`src/rtl/datapath_seq_ctrl.sv`:
```
// rtl/datapath_seq_ctrl.sv - command sequencer for the 4-bit accumulate datapath
//
// Takes one command (init, operand, op, count) per cmd handshake. It loads init
// into the datapath register and then runs reg <= reg OP operand count times.
// The final register value and the OR of all iteration carries are returned on
// the res handshake. All outputs are Moore-decoded from state and captured
// registers.
//
// Ports:
//   clk, rst                  clock, asynchronous active-high reset
//   cmd_valid / cmd_ready     command handshake
//   cmd_init, cmd_operand     initial register value, per-iteration ALU operand
//   cmd_op, cmd_count         ALU select, iteration count (0 allowed)
//   dp_load, dp_mux_sel       datapath register enable, 0=external load 1=feedback
//   dp_mux_in, dp_alu_in      datapath load value, ALU operand
//   dp_alu_sel                datapath ALU select
//   dp_carry_out, dp_reg_out  datapath ALU carry, datapath register value
//   res_valid / res_ready     result handshake
//   res_data, res_carry       final register value, sticky carry
module datapath_seq_ctrl #(
    parameter int WIDTH = 4,
    parameter int CNT_W = 4
) (
    input  logic             clk,
    input  logic             rst,
    input  logic             cmd_valid,
    output logic             cmd_ready,
    input  logic [WIDTH-1:0] cmd_init,
    input  logic [WIDTH-1:0] cmd_operand,
    input  logic [1:0]       cmd_op,
    input  logic [CNT_W-1:0] cmd_count,
    output logic             dp_load,
    output logic             dp_mux_sel,
    output logic [WIDTH-1:0] dp_mux_in,
    output logic [WIDTH-1:0] dp_alu_in,
    output logic [1:0]       dp_alu_sel,
    input  logic             dp_carry_out,
    input  logic [WIDTH-1:0] dp_reg_out,
    output logic             res_valid,
    input  logic             res_ready,
    output logic [WIDTH-1:0] res_data,
    output logic             res_carry
);

    typedef enum logic [1:0] {
        IDLE = 2'd0,
        INIT = 2'd1,
        RUN  = 2'd2,
        DONE = 2'd3
    } state_t;

    state_t            state;
    state_t            state_nxt;
    logic [WIDTH-1:0]  init_q;
    logic [WIDTH-1:0]  operand_q;
    logic [1:0]        op_q;
    logic [CNT_W-1:0]  iter_q;
    logic              sticky_q;

    always_ff @(posedge clk or posedge rst) begin
        if (rst) begin
            state <= IDLE;
        end else begin
            state <= state_nxt;
        end
    end

    // iter_q is loaded with the command count at capture and serves directly
    // as the remaining-iterations counter during RUN.
    always_ff @(posedge clk or posedge rst) begin
        if (rst) begin
            init_q    <= '0;
            operand_q <= '0;
            op_q      <= '0;
            iter_q    <= '0;
            sticky_q  <= 1'b0;
        end else begin
            case (state)
                IDLE: begin
                    if (cmd_valid) begin
                        init_q    <= cmd_init;
                        operand_q <= cmd_operand;
                        op_q      <= cmd_op;
                        iter_q    <= cmd_count;
                        sticky_q  <= 1'b0;
                    end
                end
                RUN: begin
                    sticky_q <= sticky_q | dp_carry_out;
                    iter_q   <= iter_q - CNT_W'(1);
                end
                default: begin
                end
            endcase
        end
    end

    always_comb begin
        state_nxt = state;
        case (state)
            IDLE: begin
                if (cmd_valid) begin
                    state_nxt = INIT;
                end
            end
            INIT: begin
                if (iter_q == '0) begin
                    state_nxt = DONE;
                end else begin
                    state_nxt = RUN;
                end
            end
            RUN: begin
                // The last iteration is the one that starts with one remaining.
                if (iter_q <= CNT_W'(1)) begin
                    state_nxt = DONE;
                end
            end
            DONE: begin
                if (res_ready) begin
                    state_nxt = IDLE;
                end
            end
            default: state_nxt = IDLE;
        endcase
    end

    assign cmd_ready  = (state == IDLE);
    assign dp_load    = (state == INIT) || (state == RUN);
    assign dp_mux_sel = (state == RUN);
    assign dp_mux_in  = init_q;
    assign dp_alu_in  = operand_q;
    assign dp_alu_sel = op_q;
    assign res_valid  = (state == DONE);
    assign res_data   = (state == DONE) ? dp_reg_out : '0;
    assign res_carry  = (state == DONE) ? sticky_q : 1'b0;

endmodule

```
`config.mk`:
```
export PLATFORM = sky130hd
export DESIGN_NAME = datapath_seq_ctrl
export DESIGN_NICKNAME = d
export VERILOG_FILES = /design/src/rtl/datapath_seq_ctrl.sv
export SDC_FILE = /design/constraint.sdc
export NUM_CORES = 1
export LEC_CHECK = 0
export ABC_AREA = 1
export ABC_CLOCK_PERIOD_IN_PS = 3500
export CAP_MARGIN = 5
export CORE_ASPECT_RATIO = 1.5
export CORE_MARGIN = 5
export CORE_UTILIZATION = 44
export DETAILED_ROUTE_END_ITERATION = 16
export PLACE_DENSITY = 0.82
export SLEW_MARGIN = 20
export SYNTH_ARGS = -nofsm -noshare
export SYNTH_HDL_FRONTEND = slang
export SYNTH_SLANG_ARGS = --single-unit
```
`constraint.sdc`:
```
create_clock -name clk -period 3.5 [get_ports clk]
set_input_delay 1.05 -clock clk [delete_from_list [all_inputs] [get_ports clk]]
set_output_delay 1.05 -clock clk [all_outputs]
set_load 0.005 [all_outputs]
```
Word level (Yosys, flattened, before mapping) --
Cells that the tools add are included.
Storage, ports and cells: bits in registers 17, output and inout bits 19
Operators by class: add/sub/neg operators 1, equality and inequality tests 6, order comparisons 1, bitwise logic cells 1, reduce and logical (&&, ||, !) cells 7, muxes and demuxes 11
Operators by type and width (count):
- $mux 4 | 2
- $pmux 2 s4 | 1
- $pmux 4 s2 | 1
- $mux 2 | 3
- $eq 2x2->1 const B | 2
- $le 4x1->1 const B | 1
- $logic_not 4->1 | 1
- $ne 2x1->1 const B | 2
- $reduce_and 2->1 | 2
- $sub 4x1->4 const B | 1
- $mux 1 | 3
- $reduce_and 3->1 | 1
- $eq 2x1->1 const B | 1
- $logic_not 2->1 | 1
- $ne 2x2->1 const B | 1
- $pmux 1 s2 | 1
- $reduce_bool 2->1 | 1
- $logic_or 1x1->1 | 1
- $or 1x1->1 | 1

Logic depth before layout (Yosys ltp) --
Gate-level depths: netlist of run 1.
depth after elaboration 3, depth in mapped cells 9

Worst setup path before layout of run 1 --
No wires, ideal clock.
path kind input-to-output, from input dp_reg_out[3], to output res_data[3], path buffers 0, stages on the path 2, arrival time 1147 ps, setup slack 1303 ps, path through nand2_1 -> inv_1
Between the ends: word-level cells in the longest chain between the ends 1
Ends and longest elaborated chain:
- start: declaration | RTL line 38 | input logic [WIDTH-1:0] dp_reg_out,
- $mux 4 | RTL line 135 | assign res_data = (state == DONE) ? dp_reg_out : '0;
- end: declaration | RTL line 41 | output logic [WIDTH-1:0] res_data,
Every way passes these cells.

Worst setup path in the final report of run 1 --
Ends and elaborated chain as after synthesis.

==> results of run 1 <==
[cell usage after synthesis]
cell | instances | area share
nand2_2 | 1 | 0.0064
o211ai_1 | 1 | 0.0077
nand2_1 | 31 | 0.12
nand3_1 | 4 | 0.021
buf_4 | 1 | 0.0077
nor2_1 | 7 | 0.027
a21oi_1 | 2 | 0.010
o21ai_0 | 5 | 0.026
ha_1 | 7 | 0.090
o21ai_4 | 1 | 0.017
dfrtp_1 | 17 | 0.44
buf_6 | 1 | 0.012
mux2_2 | 1 | 0.012
inv_1 | 18 | 0.069
mux2_4 | 9 | 0.14
[registers in the layout, indices dropped and copies added (netlist names)]
name	flops
dp_alu_in	4
dp_alu_sel	2
dp_mux_in	4
iter_q	4
state	2
sticky_q	1
[critical path, delay by kind of cell]
kind / cells / cell delay (ns)
buffers and inverters: 3 / 1.00
AND/OR/NAND/NOR: 1 / 0.05
[layer usage]
metal | vias to the layer above | global-route usage | share of wire
li1 | 412 | - | -
met1 | 362 | 0.145 | 0.42
met2 | 32 | 0.225 | 0.49
met3 | 5 | 0.0353 | 0.075
met4 | 0 | 0.0727 | 0.019
met5 | - | 0 | 0
[cell families (layout without fill, tap and decap cells)]
family / count (synthesis) / count (layout) / synth area share
AOI/OAI and AO/OA: 9 / 9 / 0.0604
adders and majority gates: 7 / 7 / 0.0900
buffers and inverters: 20 / 63 / 0.0887
DFF: 17 / 17 / 0.437
muxes: 10 / 10 / 0.150
and+or+nand+nor: 43 / 43 / 0.174
[metrics by stage]
stage	total power [mW]	hold WS, ns	cells	util
2_1_floorplan	0.776	0.463	106	-
3_3_place_gp	1.05	0.482	168	0.639
3_5_place_dp	1.07	0.489	168	0.639
4_1_cts	1.18	0.515	172	0.651
5_1_grt	1.27	0.536	172	0.651
6_report	1.16	0.508	172	0.651
[report_power, final]
group	switching, mW	internal (mW)
logic	0.292	0.395
clock network	0.0583	0.0443
registers	0.0700	0.300
total	0.421	0.739
[worst min-delay path by stage]
stage               startpoint   endpoint  slack (ns)
finish               iter_q[2]  iter_q[2]        0.51
global route         iter_q[3]  iter_q[3]        0.54
floorplan             sticky_q   sticky_q        0.46
global placement     iter_q[2]  iter_q[2]        0.48
detailed placement   iter_q[2]  iter_q[2]        0.49
CTS                  iter_q[2]  iter_q[2]        0.51
[cell type report]
| class | instances | area share |
|---|---|---|
| Multi-Input combinational cell | 69 | 0.325 |
| Sequential cell | 17 | 0.300 |
| Timing Repair Buffer | 41 | 0.289 |
| Inverter | 18 | 0.0476 |
| Tap cell | 23 | 0.0203 |
| Clock buffer | 4 | 0.0185 |
==> flow_summary.json, run 1 <==
{
  "status": "finished, final reports clean",
  "rows": 21,
  "multi_input_area_sq_um": 462,
  "synth_cells": 106,
  "crit_arrival_ns": 2.10,
  "syn-cell-area_sq_um": 973,
  "overflow": 0,
  "maxSlewViolCount": 0,
  "dr.pass1.iters": 3,
  "cts_setup_buffers": 0,
  "grt_use_total": 0.131,
  "final_cell_mix": "clkdlybuf4s50_1 (41), nand2_1 (31), inv_1 (18), dfrtp_1 (17), mux2_4 (9)",
  "synthDistinctLibCells": 15,
  "ctsHoldBuffers": 0,
  "fin_crit_ns": 3.15,
  "max-cap-violations": 0,
  "crit_path_start": "dp_reg_out[3]",
  "place_worst_setup_slack_ns": 0.341,
  "root_buffer": "clkbuf_4",
  "setup_violations": 0,
  "holdPathStages": 2,
  "clk_latency_ns": 0.29,
  "clk_path_buf_depth": 2,
  "final.fill_count": 184,
  "num_antenna_cells": 0,
  "yosysSeqAreaShare": 0.437,
  "first_iter_violations": 11,
  "cp-start-kind": "input port",
  "tightest_slew_ns": 0.625,
  "total_leakage_power_nw": 0.723,
  "drc_errors": 0,
  "hold_viol": 0,
  "cp_slowest_cell": "clkdlybuf4s50_1",
  "max_freq_mhz": 317,
  "cts_tree": "built",
  "r2r_start": "state[0]",
  "grt_pass1_wl_mm": 3.42,
  "dieHeight_um": 67.6,
  "pwr_density_cell_nw_per_um2": 816,
  "ctsResizeCount": 0,
  "final_nets": 180,
  "design.core.area_sq_um": 2180,
  "die_x_um": 48.4,
  "vias_per_cell": 4.72,
  "reg2reg_depth": 8,
  "gp_congestion": 0.781,
  "drive_gt1_frac": 0.101,
  "ir_worst_vdd_uv": 397,
  "ys_warn_count": 0,
  "wire_per_inst_um": 12.0,
  "ioPinCount": 42,
  "syn_nets": 136,
  "final_area_sq_um": 1420,
  "grt_pass1_vias": 829,
  "antenna_found_initial": 0,
  "clkTransAtPathRegs_ns": 0.10,
  "port_buffers": 41,
  "vias": 811,
  "crit_top_cell": "clkdlybuf4s50_1",
  "slew_headroom": 0.583,
  "fin_ws_ns": 0.345,
  "start_util": 0.446,
  "avgSynthCellArea_sq_um": 9.18,
  "rrSetupSlack_ns": 1.78,
  "fin_skew_ns": 0.00757,
  "setup_tns_ns": 0,
  "critPathMaxStageDelay_ns": 0.49,
  "final_common_cell": "clkdlybuf4s50_1",
  "synth_seq_cells": 17,
  "worstPathMaxFanout": 1,
  "crit_end": "res_data[3]",
  "timing.rr.end": "iter_q[3]",
  "wirelength_mm": 2.06,
  "cp_cell_sequence": "clkdlybuf4s50_1 > nand2_1 > inv_1 > clkdlybuf4s50_1",
  "htreeDepth": 1,
  "synthToLayoutAreaGrowth_pct": 45.9,
  "cts_inserted_buffers": 3,
  "end_kind": "output port",
  "rsz0062_at_grt": "no",
  "seqCellArea_sq_um": 425,
  "post-dp-hpwl_mm": 1.67,
  "cts_sinks": 17,
  "placed_area_sq_um": 1390,
  "hp-class": "reg2reg",
  "path_class": "in2out",
  "drtAntennaViolNets": 0,
  "grt_max_degree": 18,
  "critPathRequiredTime_ns": 2.45,
  "die_area_sq_um": 3270,
  "period_share": 0.901
}
(Power assumes the default switching activity.)
==> run 2, diff against run 1 <==
--- a/config.mk
+++ b/config.mk
@@ -8,7 +8,7 @@
 export ABC_AREA = 1
 export ABC_CLOCK_PERIOD_IN_PS = 3500
 export CAP_MARGIN = 5
-export CORE_ASPECT_RATIO = 1.5
+export CORE_ASPECT_RATIO = 0.7
 export CORE_MARGIN = 5
 export CORE_UTILIZATION = 44
 export DETAILED_ROUTE_END_ITERATION = 16
@@ -17,3 +17,4 @@
 export SYNTH_ARGS = -nofsm -noshare
 export SYNTH_HDL_FRONTEND = slang
 export SYNTH_SLANG_ARGS = --single-unit
+export TNS_END_PERCENT = 10
==> flow_summary.json, run 2 (synthesis gave the netlist of run 1 again) <==
{
  "die_area_sq_um": 3270,
  "drtAntennaViolNets": 0,
  "post-dp-hpwl_mm": 1.77,
  "path_class": "in2out",
  "cp-start-kind": "input port",
  "status": "finished, final reports clean",
  "utilization": 0.670,
  "critPathRequiredTime_ns": 2.45,
  "start_util": 0.456,
  "rrSetupSlack_ns": 1.77,
  "hold_end": "dp_alu_sel[1]",
  "port_buffers": 41,
  "cts_inserted_buffers": 3,
  "grt_use_total": 0.143,
  "ir_worst_vdd_uv": 424,
  "cts_sinks": 17,
  "grt_pass1_wl_mm": 3.59,
  "grt_pass1_vias": 788,
  "overflow": 0,
  "r2r_start": "state[0]",
  "crit_arrival_ns": 2.12,
  "final_common_cell": "clkdlybuf4s50_1",
  "root_buffer": "clkbuf_4",
  "antenna_found_initial": 0,
  "holdCritStartpoint": "dp_alu_sel[1]",
  "gp_congestion": 0.813,
  "cp_slowest_cell": "clkdlybuf4s50_1",
  "num_antenna_cells": 0,
  "htreeDepth": 1,
  "design.core.area_sq_um": 2140,
  "cts_tree": "built",
  "ctsResizeCount": 0,
  "crit_path_start": "dp_reg_out[3]",
  "holdPathStages": 1,
  "setup_violations": 0,
  "critPathMaxStageDelay_ns": 0.50,
  "pwr_density_cell_nw_per_um2": 814,
  "dieHeight_um": 49.4,
  "clk_path_buf_depth": 2,
  "first_iter_violations": 34,
  "worstPathMaxFanout": 1,
  "fin_skew_ns": 0.00403,
  "setup_tns_ns": 0,
  "rsz0062_at_grt": "no",
  "drive_gt1_frac": 0.107,
  "wirelength_mm": 2.16,
  "reg2reg_depth": 8,
  "end_kind": "output port",
  "fin_crit_ns": 3.17,
  "drc_errors": 0,
  "clk_latency_ns": 0.29,
  "period_share": 0.905,
  "final_area_sq_um": 1430,
  "die_x_um": 66.2,
  "slew_headroom": 0.589,
  "ctsHoldBuffers": 0,
  "crit_top_cell": "clkdlybuf4s50_1",
  "hp-class": "reg2reg",
  "wire_per_inst_um": 11.9,
  "maxSlewViolCount": 0,
  "synthToLayoutAreaGrowth_pct": 47.2,
  "max-cap-violations": 0,
  "placed_area_sq_um": 1410,
  "grt_max_degree": 18,
  "max_freq_mhz": 316,
  "rows": 14,
  "total_leakage_power_nw": 0.725,
  "clkTransAtPathRegs_ns": 0.10,
  "vias_per_cell": 4.46,
  "tightest_slew_ns": 0.615,
  "hold_viol": 0,
  "final_nets": 180,
  "cts_setup_buffers": 0,
  "ioPinCount": 42,
  "timing.rr.end": "iter_q[3]",
  "dr.pass1.iters": 2,
  "vias": 807,
  "final_cell_mix": "clkdlybuf4s50_1 (41), nand2_1 (31), inv_1 (18), dfrtp_1 (17), mux2_4 (9)",
  "cp_cell_sequence": "clkdlybuf4s50_1 > nand2_1 > inv_1 > clkdlybuf4s50_1"
}
-- run 2: cell count changes in the layout (fill, tap and decap cells not counted), sizes merged --
| cell | before | now |
|---|---|---|
| clkinv | 0 | 1 |
| clkbuf | 4 | 3 |
-- run 2: layer usage --
| metal | global-route usage | routed length, um | part of all wire |
|---|---|---|---|
| met5 | 0 | 0 | 0 |
| met4 | 0.0203 | 13 | 0.0060 |
| met3 | 0.0530 | 94 | 0.043 |
| met2 | 0.247 | 1160 | 0.53 |
| met1 | 0.172 | 898 | 0.42 |
-- run 2: cell type report --
cell class              instances  area (sq um)
fillers                       180           704
multi-input cells              69           462
flip-flops and latches         17           425
repair buffers                 41           410
inverters                      18          67.6
well taps                      32          40.0
clock buffers                   3          22.5
clock inverters                 1          5.00
-- run 2: worst max-delay path, delay by kind of cell --
kind                   cells  cell delay [ns]
buffers and inverters      3             1.02
and+or+nand+nor            1             0.06
-- run 2: stage by stage --
stage / total power [mW] / hold slack (ns) / setup WS, ns / std cells
5_1_grt: 1.28 / 0.537 / 0.284 / 181
3_3_place_gp: 1.05 / 0.479 / 0.359 / 177
3_5_place_dp: 1.08 / 0.493 / 0.329 / 177
4_1_cts: 1.19 / 0.521 / 0.324 / 181
6_report: 1.17 / 0.519 / 0.334 / 181
2_1_floorplan: 0.776 / 0.463 / 1.30 / 106
-- run 2: power breakdown --
| group | internal [mW] | total [mW] | switching (mW) |
|---|---|---|---|
| clock network | 0.0425 | 0.103 | 0.0606 |
| logic | 0.395 | 0.694 | 0.300 |
| registers | 0.300 | 0.369 | 0.0695 |
-- run 2: worst max-delay path by stage --
| stage | endpoint | depth (start not counted) | slack [ns] |
|---|---|---|---|
| CTS | res_data[3] | 4 | 0.32 |
| global route | res_data[3] | 4 | 0.28 |
| floorplan | res_data[3] | 2 | 1.30 |
| detailed placement | res_data[3] | 4 | 0.33 |
| finish | res_data[3] | 4 | 0.33 |
| global placement | res_data[3] | 4 | 0.36 |
